===== config.mk =====
export PLATFORM = sky130hd
export DESIGN_NAME = lm07_temp_display_ctrl
export DESIGN_NICKNAME = d
export VERILOG_FILES = /design/src/rtl/lm07_temp_display_ctrl.sv
export SDC_FILE = /design/constraint.sdc
export NUM_CORES = 1
export LEC_CHECK = 0
export CORE_UTILIZATION = 60
export DETAILED_ROUTE_END_ITERATION = 8
export MAX_ROUTING_LAYER = met4
export PLACE_DENSITY = 0.84
export SYNTH_ARGS = -nofsm -noshare
export SYNTH_HDL_FRONTEND = slang
export SYNTH_SLANG_ARGS = --single-unit

===== constraint.sdc =====
create_clock -name clk -period 3.7 [get_ports clk]
set_clock_uncertainty 0.05 [all_clocks]
set_input_delay 1.11 -clock clk [delete_from_list [all_inputs] [get_ports clk]]
set_output_delay 1.11 -clock clk [all_outputs]
set_load 0.05 [all_outputs]

===== src/rtl/lm07_temp_display_ctrl.sv =====
// lm07_temp_display_ctrl
// Converts each latched signed 8-bit Celsius sample into sign plus three BCD
// digits with an iterative double-dabble engine, then drives a time-multiplexed
// 3-digit common 7-segment bus with leading-zero blanking.

module lm07_temp_display_ctrl #(
  parameter int unsigned REFRESH_DIV    = 1024,
  parameter bit          SEG_ACTIVE_LOW = 1'b0
) (
  input  logic       clk,
  input  logic       rst_n,
  input  logic [7:0] temp_in,
  input  logic       temp_valid,
  output logic       busy,
  output logic [7:0] seg,
  output logic [2:0] dig_en
);

  typedef enum logic [1:0] {
    S_IDLE   = 2'd0,
    S_LOAD   = 2'd1,
    S_CONV   = 2'd2,
    S_UPDATE = 2'd3
  } state_t;

  // Output polarity mask and the reset image of the output registers.
  localparam logic [7:0] SEG_MASK  = SEG_ACTIVE_LOW ? 8'hFF : 8'h00;
  localparam logic [2:0] DIG_MASK  = SEG_ACTIVE_LOW ? 3'b111 : 3'b000;
  localparam logic [7:0] SEG_RST   = 8'h3F ^ SEG_MASK;
  localparam logic [2:0] DIG_RST   = 3'b001 ^ DIG_MASK;
  localparam logic [15:0] DIV_LAST = 16'(REFRESH_DIV - 1);

  // Conversion FSM state
  state_t      r_state;
  logic        r_busy;
  logic [7:0]  r_sample;
  logic [7:0]  r_pend_val;
  logic        r_pend_full;
  logic        r_sign;
  logic [7:0]  r_mag;
  logic [11:0] r_bcd;
  logic [2:0]  r_iter;

  // Display registers: only written in UPDATE
  logic        r_disp_sign;
  logic [11:0] r_disp_bcd;

  // Scan state
  logic [15:0] r_div;
  logic [1:0]  r_scan_idx;
  logic [7:0]  r_seg;
  logic [2:0]  r_dig_en;

  // Combinational helpers
  logic        w_neg;
  logic [7:0]  w_abs;
  logic [7:0]  w_mag_load;
  logic [11:0] w_bcd_adj;
  logic [19:0] w_cat;
  logic        w_dsign_next;
  logic [11:0] w_dbcd_next;
  logic [1:0]  w_idx_next;
  logic [7:0]  w_seg_next;

  genvar gi;

  // Sign and clamped magnitude of the latched sample; -128..-100 show as -99.
  assign w_neg      = r_sample[7];
  assign w_abs      = w_neg ? (~r_sample + 8'd1) : r_sample;
  assign w_mag_load = (w_neg && (w_abs > 8'd99)) ? 8'd99 : w_abs;

  // Double-dabble add-3 correction on every BCD nibble before the shift.
  generate
    for (gi = 0; gi < 3; gi++) begin : g_adj
      assign w_bcd_adj[gi*4 +: 4] = (r_bcd[gi*4 +: 4] >= 4'd5)
                                    ? (r_bcd[gi*4 +: 4] + 4'd3)
                                    : r_bcd[gi*4 +: 4];
    end
  endgenerate

  assign w_cat = {w_bcd_adj, r_mag} << 1;

  // Display values as they will be after this edge, so seg tracks UPDATE
  // with no extra cycle of delay.
  assign w_dsign_next = (r_state == S_UPDATE) ? r_sign : r_disp_sign;
  assign w_dbcd_next  = (r_state == S_UPDATE) ? r_bcd  : r_disp_bcd;

  assign w_idx_next = (r_div == DIV_LAST)
                      ? ((r_scan_idx == 2'd2) ? 2'd0 : (r_scan_idx + 2'd1))
                      : r_scan_idx;

  function automatic logic [7:0] seg7(input logic [3:0] d);
    case (d)
      4'd0:    seg7 = 8'h3F;
      4'd1:    seg7 = 8'h06;
      4'd2:    seg7 = 8'h5B;
      4'd3:    seg7 = 8'h4F;
      4'd4:    seg7 = 8'h66;
      4'd5:    seg7 = 8'h6D;
      4'd6:    seg7 = 8'h7D;
      4'd7:    seg7 = 8'h07;
      4'd8:    seg7 = 8'h7F;
      4'd9:    seg7 = 8'h6F;
      default: seg7 = 8'h00;
    endcase
  endfunction

  // Select the segment pattern for the digit that will be enabled next.
  always_comb begin
    w_seg_next = 8'h00;
    case (w_idx_next)
      2'd0: w_seg_next = seg7(w_dbcd_next[3:0]);
      2'd1: w_seg_next = (w_dbcd_next[11:4] == 8'h00) ? 8'h00
                                                      : seg7(w_dbcd_next[7:4]);
      2'd2: begin
        if (w_dsign_next)
          w_seg_next = 8'h40;
        else if (w_dbcd_next[11:8] != 4'd0)
          w_seg_next = seg7(w_dbcd_next[11:8]);
        else
          w_seg_next = 8'h00;
      end
      default: w_seg_next = 8'h00;
    endcase
  end

  // Conversion FSM with pending buffer and registered busy.
  always_ff @(posedge clk or negedge rst_n) begin
    if (!rst_n) begin
      r_state     <= S_IDLE;
      r_busy      <= 1'b0;
      r_sample    <= 8'h00;
      r_pend_val  <= 8'h00;
      r_pend_full <= 1'b0;
      r_sign      <= 1'b0;
      r_mag       <= 8'h00;
      r_bcd       <= 12'h000;
      r_iter      <= 3'd0;
      r_disp_sign <= 1'b0;
      r_disp_bcd  <= 12'h000;
    end else begin
      case (r_state)
        S_IDLE: begin
          if (r_pend_full) begin
            r_sample    <= r_pend_val;
            r_pend_full <= 1'b0;
            r_state     <= S_LOAD;
            r_busy      <= 1'b1;
          end else if (temp_valid) begin
            r_sample <= temp_in;
            r_state  <= S_LOAD;
            r_busy   <= 1'b1;
          end
        end
        S_LOAD: begin
          r_sign  <= w_neg;
          r_mag   <= w_mag_load;
          r_bcd   <= 12'h000;
          r_iter  <= 3'd0;
          r_state <= S_CONV;
        end
        S_CONV: begin
          {r_bcd, r_mag} <= w_cat;
          r_iter         <= r_iter + 3'd1;
          if (r_iter == 3'd7)
            r_state <= S_UPDATE;
        end
        S_UPDATE: begin
          r_disp_sign <= r_sign;
          r_disp_bcd  <= r_bcd;
          if (r_pend_full) begin
            r_sample    <= r_pend_val;
            r_pend_full <= 1'b0;
            r_state     <= S_LOAD;
          end else begin
            r_state <= S_IDLE;
            r_busy  <= 1'b0;
          end
        end
        default: begin
          r_state <= S_IDLE;
          r_busy  <= 1'b0;
        end
      endcase
      // A strobe that is not starting a conversion directly lands in pending;
      // it overrides any consume above, so the newest value always survives.
      if (temp_valid && ((r_state != S_IDLE) || r_pend_full)) begin
        r_pend_val  <= temp_in;
        r_pend_full <= 1'b1;
      end
    end
  end

  // Refresh divider and scan index, free-running and independent of the FSM.
  always_ff @(posedge clk or negedge rst_n) begin
    if (!rst_n) begin
      r_div      <= 16'd0;
      r_scan_idx <= 2'd0;
    end else begin
      r_div      <= (r_div == DIV_LAST) ? 16'd0 : (r_div + 16'd1);
      r_scan_idx <= w_idx_next;
    end
  end

  // Segment and digit-enable output registers, updated together.
  always_ff @(posedge clk or negedge rst_n) begin
    if (!rst_n) begin
      r_seg    <= SEG_RST;
      r_dig_en <= DIG_RST;
    end else begin
      r_seg    <= w_seg_next ^ SEG_MASK;
      r_dig_en <= (3'b001 << w_idx_next) ^ DIG_MASK;
    end
  end

  assign busy   = r_busy;
  assign seg    = r_seg;
  assign dig_en = r_dig_en;

endmodule


==> run_results.csv, run 1 <==
group,metric,value,unit
synthesis,synth_top_family_by_area,"compound AO/OA/AOI/OAI gates",
sta,max-slew-margin-rel,30.51,%
sta,min_period,2.933,ns
worst_setup_path,r2r_end,"seg[0]",
worst_setup_path,crit_arrival,3.17,ns
hold_path,timing.hold.worst.class,"register to register",
floorplanning,design.die.area,0.008092,sq mm
sta,unrepaired_setup_endpoints_after_global_routing,"false",
drt,route.top_layer_used,"met4",
layout,insertedDiodeCount,0,
synthesis,synth_largest_type_area_fraction,42.05,%
worst_setup_path,timing_worst_setup_path_type,"register to register",
grt,grt_first_pass_wirelength,15.52,mm
layout,fill_cells,539,
layout,register_area,0.002136,sq mm
worst_setup_path,worst-r2r-cell-count,8,
synthesis,synth.area.top_cells,"sky130_fd_sc_hd__dfrtp_1, sky130_fd_sc_hd__ha_1, sky130_fd_sc_hd__mux2i_1",
drt,vias_per_cell,5.896,
synthesis,syn-cell-area,0.004642,sq mm
clocking,clockRootBuffer,"sky130_fd_sc_hd__clkbuf_8",
worst_setup_path,critPathCaptureType,"register",
synthesis,synthArstFlopShare,100.0,%
drt,wl,8.776,mm
worst_setup_path,ff2ff_setup_slack,0.77,ns
sta,timing.hold.ws,0.4318,ns
synthesis,synth_edf_count,0,
synthesis,synth_adder_area_share,8.086,%
sta,setup-tns-final,0,ns
clocking,postCtsSetupBuffers,0,
synthesis,synth_top_area_cell,"sky130_fd_sc_hd__dfrtp_1",
placed_design,gp_congestion,0.9071,
placed_design,detailed_place.area,0.004927,sq mm
synthesis,mappedNetlistNets,510,
run,cap_violations,0,
sta,min_period_over_period,79.28,%
clocking,clock_sinks,85,
synthesis,yosys-mux-area-fraction,7.898,%
worst_setup_path,rr_startpoint,"r_state[1]",
drt,drt_first_pass_iters,5,
power,total_leakage_power,0.002292,uW
synthesis,synthXorXnorAreaFrac,3.962,%
clocking,ctsHtreeMaxLevel,3,
clocking,clock_tree.buffer_depth,2,
power,power.ir.vdd_worst,0.0004480,V
power,switching_share,39.02,%
clocking,numCtsBuffers,9,
floorplanning,ios,23,
synthesis,synth.avg_cell_area,9.898,sq um
drt,met3_length,313,microns
hold_path,min_path_cells,1,
synthesis,synth_flop_cell,"sky130_fd_sc_hd__dfrtp_1",
clocking,postCtsHoldBufs,0,
synthesis,synth.ff_latch_count,85,
floorplanning,die_w,89.96,microns
placed_design,portBuffers,21,
grt,first_global_vias,3331,
drt,drt-wirelength-per-cell,14.77,microns
floorplanning,core,0.007370,sq mm
layout,flow.area_growth_from_synthesis,10.54,%
power,total_power,3219,uW
power,share_comb_of_total_power,39.8,%
clocking,cts_tree,"built",
layout,post_route_cells_drive_above_1_share,10.51,%
sta,finalHoldViolations,0,
clocking,clock_transition_at_path_regs,0.09,ns
sta,worst_slew_pin_slew,1.042,ns
floorplanning,dieHeight,89.96,microns
sta,finalSetupViolCount,0,
power,power-per-cell-area,627.2,mW/mm^2
hold_path,timing.hold.worst_endpoint,"r_div[15]",
power,switchingPower,1256,uW
hold_path,worstHoldStart,"r_div[15]",
layout,finalNetCount,531,
drt,ant_nets,0,
drt,sum_of_met2_wire_segment_lengths_after_detailed_routing,4.166,mm
clocking,clk_latency,0.36,ns
layout,stdcell_area,0.005131,sq mm
synthesis,post_synth_and_or_nand_nor_area_fraction,14.47,%
placed_design,hpwl,6.161,mm
synthesis,synth.lib_cells_used.distinct,59,
synthesis,post-synth-top-count-cell,"sky130_fd_sc_hd__dfrtp_1",
worst_setup_path,worst-endpoint-required,3.94,ns
sta,maxSlewViolCount,0,
power,power.internal,1963,uW
outcome,outcome,"completed",
layout,footprint_of_the_multi_input_gates,0.002321,sq mm
synthesis,portion_of_the_post_synthesis_area_used_by_sequential_elements,46.01,%
drt,sum_of_routed_wire_segments_on_met1,4.165,mm
floorplanning,placement_rows,31,
synthesis,yosys_warnings,0,
grt,antenna_found_initial,0,
drt,detail_route.drc_violations,0,
clocking,cts_repair_resize_count,0,
power,proportion_of_power_drawn_by_flip_flops_and_latches,39.2,%
worst_setup_path,worstSetupStartpointType,"register",
sta,fmax,340.9,MHz
synthesis,syn-instance-count,469,
grt,grt_max_degree,86,
grt,grt_residual_overflow,0,
grt,grt_util_all_layers,24.51,%
drt,vias,3502,
synthesis,synth_compound_gate_area_share,15.50,%
worst_setup_path,crit_fanout,21,
drt,drt-initial-drc-count,249,
synthesis,ys_top_cells_by_count,"sky130_fd_sc_hd__dfrtp_1, sky130_fd_sc_hd__nand2_1, sky130_fd_sc_hd__nor2_1, sky130_fd_sc_hd__a21oi_1, sky130_fd_sc_hd__inv_1",
floorplanning,initial_utilization,62.99,%
power,power.share.clock,21.0,%
[metrics by stage]
step	util (%)	std cells	setup WS, ns
2_1_floorplan	-	469	1.154
3_3_place_gp	66.86	578	0.9502
3_5_place_dp	66.86	578	0.8004
4_1_cts	69.63	594	0.7861
5_1_grt	69.63	594	0.4748
6_report	69.63	594	0.7665
[registers in the layout, summed over array words and instances (netlist names)]
signal / count
r_mag: 8
r_pend_val: 8
r_pend_full: 1
seg: 7
r_sample: 8
r_disp_bcd: 12
r_scan_idx: 2
r_state: 2
r_bcd: 12
r_disp_sign: 1
r_iter: 3
dig_en: 3
busy: 1
r_div: 16
r_sign: 1
[power by group through the flow]
stage                     clock network (uW)  registers, uW  logic [uW]
after CTS                                689           1260        1280
after detailed placement                   0           1280        1270
after global placement                     0           1270        1220
after floorplan                            0           1320         914
final                                    677           1260        1280
after global routing                     736           1280        1430
[critical path, cell delays in order (launching register included)]
cell and delay, ns:
sky130_fd_sc_hd__dfrtp_1 0.41, sky130_fd_sc_hd__ha_1 0.82, sky130_fd_sc_hd__mux2i_1 0.51, sky130_fd_sc_hd__inv_1 0.20, sky130_fd_sc_hd__nor2_1 0.26, sky130_fd_sc_hd__o21ai_0 0.18
sky130_fd_sc_hd__o21a_1 0.16, sky130_fd_sc_hd__o32a_1 0.17, sky130_fd_sc_hd__o21ai_1 0.10
[final cells by class]
| cell class | count | area share [%] |
|---|---|---|
| Clock buffer | 9 | 2.414 |
| Inverter | 33 | 2.414 |
| Tap cell | 99 | 2.414 |
| Clock inverter | 7 | 1.561 |
| Timing Repair Buffer | 23 | 4.340 |
| Sequential cell | 85 | 41.62 |
| Multi-Input combinational cell | 338 | 45.23 |
[layout by cell type (no fill, tap or decap), drive strengths merged, types with 6 or more instances in the layout]
cell	n
o21ai	30
ha	30
inv	35
mux2	13
nand2	41
clkdlybuf4s50	20
o22ai	10
dfstp	7
xor2	9
a211oi	6
nor2b	8
clkbuf	9
a21oi	31
nand2b	8
dfrtp	78
nor2	41
nand3	12
xnor2	12
mux2i	22
[metal layers]
metal / vias to the layer above / GRT usage, %
li1: 1687 / -
met1: 1716 / 33.39
met2: 84 / 37.50
met3: 15 / 3.976
met4: 0 / 8.871
met5: - / -
[cells by family (layout without fill, tap and decap cells)]
kind of cell    after synthesis  count (layout)
buf+inv                      46              72
simple gates                138             138
flops                        85              85
fa+ha+maj                    30              30
mux                          35              35
other cells                   1               1
compound gates              113             113
xor+xnor                     21              21
[worst max path at each step]
stage	start	end	slack [ns]	cells past startpoint
after CTS	r_state[1]	seg[0]	0.79	8
after global routing	r_state[1]	seg[0]	0.47	9
final	r_state[1]	seg[0]	0.77	8
after detailed placement	r_state[1]	seg[0]	0.80	8
after global placement	r_state[1]	seg[5]	0.95	7
after floorplan	r_state[1]	seg[5]	1.15	10
Note: power is estimated with default switching activity, not from simulation.
==> run 2, diff against run 1 <==
==> constraint.sdc (replaced) <==
create_clock -name clk -period 2.7 [get_ports clk]
set_clock_uncertainty 0.05 [all_clocks]
set_input_delay 0.81 -clock clk [delete_from_list [all_inputs] [get_ports clk]]
set_output_delay 0.81 -clock clk [all_outputs]
set_load 0.05 [all_outputs]
==> run 2 against run 1 <==
  * Clock power up 35%
  * Via count up 1.6%
  * Setup slack lost 0.61 ns
  * Design area rose by 1.6%
  * Utilization up 1.1 points
  * Global-route usage is 0.71 points higher
  * Sequential power grew 37%
  * Die area stayed put
  * Critical path depth fell by 7
  * Power grew 37%
  * Count of clock-buffer cells in the layout stayed put
  * Critical path type is now register to output port
  * Highest routed layer unchanged
==> run_results.csv, run 2 (synthesis gave the netlist of run 1 again) <==
group,metric,value,unit
grt,antenna_found_initial,0,
drt,drt-initial-drc-count,286,
layout,stdcell_area,0.005214,sq mm
hold_path,timing.hold.worst.class,"primary input to asynchronous set/reset pin",
layout,finalNetCount,541,
sta,min_period_over_period,94.23,%
power,power-per-cell-area,845.9,mW/mm^2
sta,worst_slew_pin_slew,0.5794,ns
grt,first_global_vias,3536,
clocking,postCtsSetupBuffers,0,
sta,min_period,2.544,ns
floorplanning,dieHeight,89.96,microns
worst_setup_path,critPathTopFamily,"buffers and inverters",
worst_setup_path,critPathMaxStageDelay,0.79,ns
worst_setup_path,critPathCaptureType,"output port",
placed_design,hpwl,6.507,mm
placed_design,portBuffers,21,
sta,setup-tns-final,0,ns
worst_setup_path,crit_fanout,1,
sta,unrepaired_setup_endpoints_after_global_routing,"false",
layout,largest_register,"r_div",
drt,vias,3557,
clocking,clockRootBuffer,"sky130_fd_sc_hd__clkbuf_8",
floorplanning,design.die.area,0.008092,sq mm
worst_setup_path,critical_path.n_buffers_inverters,1,
clocking,postCtsHoldBufs,0,
power,total_leakage_power,0.002339,uW
layout,most-common-layout-cells,"sky130_fd_sc_hd__dfrtp_1, sky130_fd_sc_hd__nand2_1, sky130_fd_sc_hd__nor2_1",
clocking,clock_sinks,85,
worst_setup_path,timing_worst_setup_path_type,"register to output port",
drt,ant_nets,0,
placed_design,detailed_place.area,0.005015,sq mm
floorplanning,initial_utilization,62.99,%
drt,vias_per_cell,5.889,
clocking,clock_transition_at_path_regs,0.09,ns
worst_setup_path,worst-endpoint-required,1.84,ns
layout,flow.area_growth_from_synthesis,12.32,%
sta,maxSlewViolCount,0,
layout,insertedDiodeCount,0,
layout,number_of_flip_flops_under_the_largest_register_name,16,
floorplanning,ios,23,
floorplanning,core,0.007370,sq mm
sta,max-slew-margin-rel,60.27,%
floorplanning,placement_rows,31,
worst_setup_path,crit_arrival,1.68,ns
worst_setup_path,cp_cell_sequence,"clkdlybuf4s50_1",
drt,wl,9.152,mm
layout,final_common_cell,"sky130_fd_sc_hd__dfrtp_1",
drt,detail_route.drc_violations,0,
grt,grt_first_pass_wirelength,16.00,mm
clocking,clock_tree.buffer_depth,2,
clocking,cts_repair_resize_count,0,
sta,fmax,393.1,MHz
clocking,clk_latency,0.36,ns
placed_design,gp_congestion,0.8765,
grt,grt_util_all_layers,25.22,%
drt,drt_first_pass_iters,5,
clocking,cts_tree,"built",
sta,finalSetupViolCount,0,
layout,post_route_cells_drive_above_1_share,12.28,%
sta,finalHoldViolations,0,
layout,largestRegisters,"r_div: 16 flops, r_bcd: 12 flops, r_disp_bcd: 12 flops",
power,power.ir.vdd_worst,0.0006156,V
grt,grt_max_degree,40,
worst_setup_path,worstSetupStartpointType,"register",
drt,drt-wirelength-per-cell,15.15,microns
layout,final_core_util,70.75,%
grt,grt_residual_overflow,0,
worst_setup_path,cpMaxStageDelayCell,"sky130_fd_sc_hd__clkdlybuf4s50_1",
clocking,numCtsBuffers,9,
run,cap_violations,0,
floorplanning,die_w,89.96,microns
power,total_power,4410,uW
clocking,ctsHtreeMaxLevel,3,
outcome,outcome,"completed",
[run 2: changes by cell type in the layout (fill, tap and decap cells not counted)]
cell,previous run,this run
sky130_fd_sc_hd__buf_12,0,1
sky130_fd_sc_hd__inv_6,4,1
sky130_fd_sc_hd__clkinvlp_4,2,3
sky130_fd_sc_hd__clkinv_4,0,1
sky130_fd_sc_hd__buf_4,3,12
sky130_fd_sc_hd__clkinv_2,0,1
[run 2: area by class of cell]
cell class | count | area, sq um
Clock buffer | 9 | 123.9
Clock inverter | 7 | 75.07
Fill cell | 550 | 2156
Inverter | 33 | 123.9
Multi-Input combinational cell | 338 | 2321
Sequential cell | 85 | 2136
Tap cell | 99 | 123.9
Timing Repair Buffer | 33 | 310.3
[run 2: final timing paths]
path | start | endpoint | slack [ns] | cells past startpoint
worst max-delay path | seg[1] | seg[1] | 0.16 | 1
worst min-delay path | rst_n | r_bcd[2] | 0.33 | 1
worst max register to register | r_state[0] | seg[3] | 0.22 | 8
worst min register to register | r_iter[0] | r_iter[0] | 0.44 | 1
max in group asynchronous | rst_n | seg[2] | 1.63 | 2
min in group clk | r_iter[0] | r_iter[0] | 0.44 | 1
[run 2: power breakdown]
part           internal, uW  total [uW]  switching [uW]
registers              1540        1720             183
clock network           430         913             483
logic                   760        1780            1020
total                  2730        4410            1680
[run 2: layer usage]
| layer | global-route usage, % | vias to the layer above | part of all wire [%] |
|---|---|---|---|
| met2 | 41.35 | 96 | 49 |
| met1 | 31.17 | 1726 | 45 |
| li1 | - | 1707 | - |
| met4 | 9.409 | 0 | 2.2 |
| met5 | - | - | 0 |
| met3 | 4.992 | 28 | 4.0 |
[run 2: per-stage QoR]
step | cells | hold slack (ns) | setup WS (ns)
6_report | 604 | 0.3304 | 0.1558
4_1_cts | 604 | 0.3416 | 0.1412
3_3_place_gp | 588 | 0.4119 | 0.3877
3_5_place_dp | 588 | 0.4288 | 0.2999
5_1_grt | 604 | 0.3603 | 0.05152
2_1_floorplan | 469 | 0.3937 | 0.1540
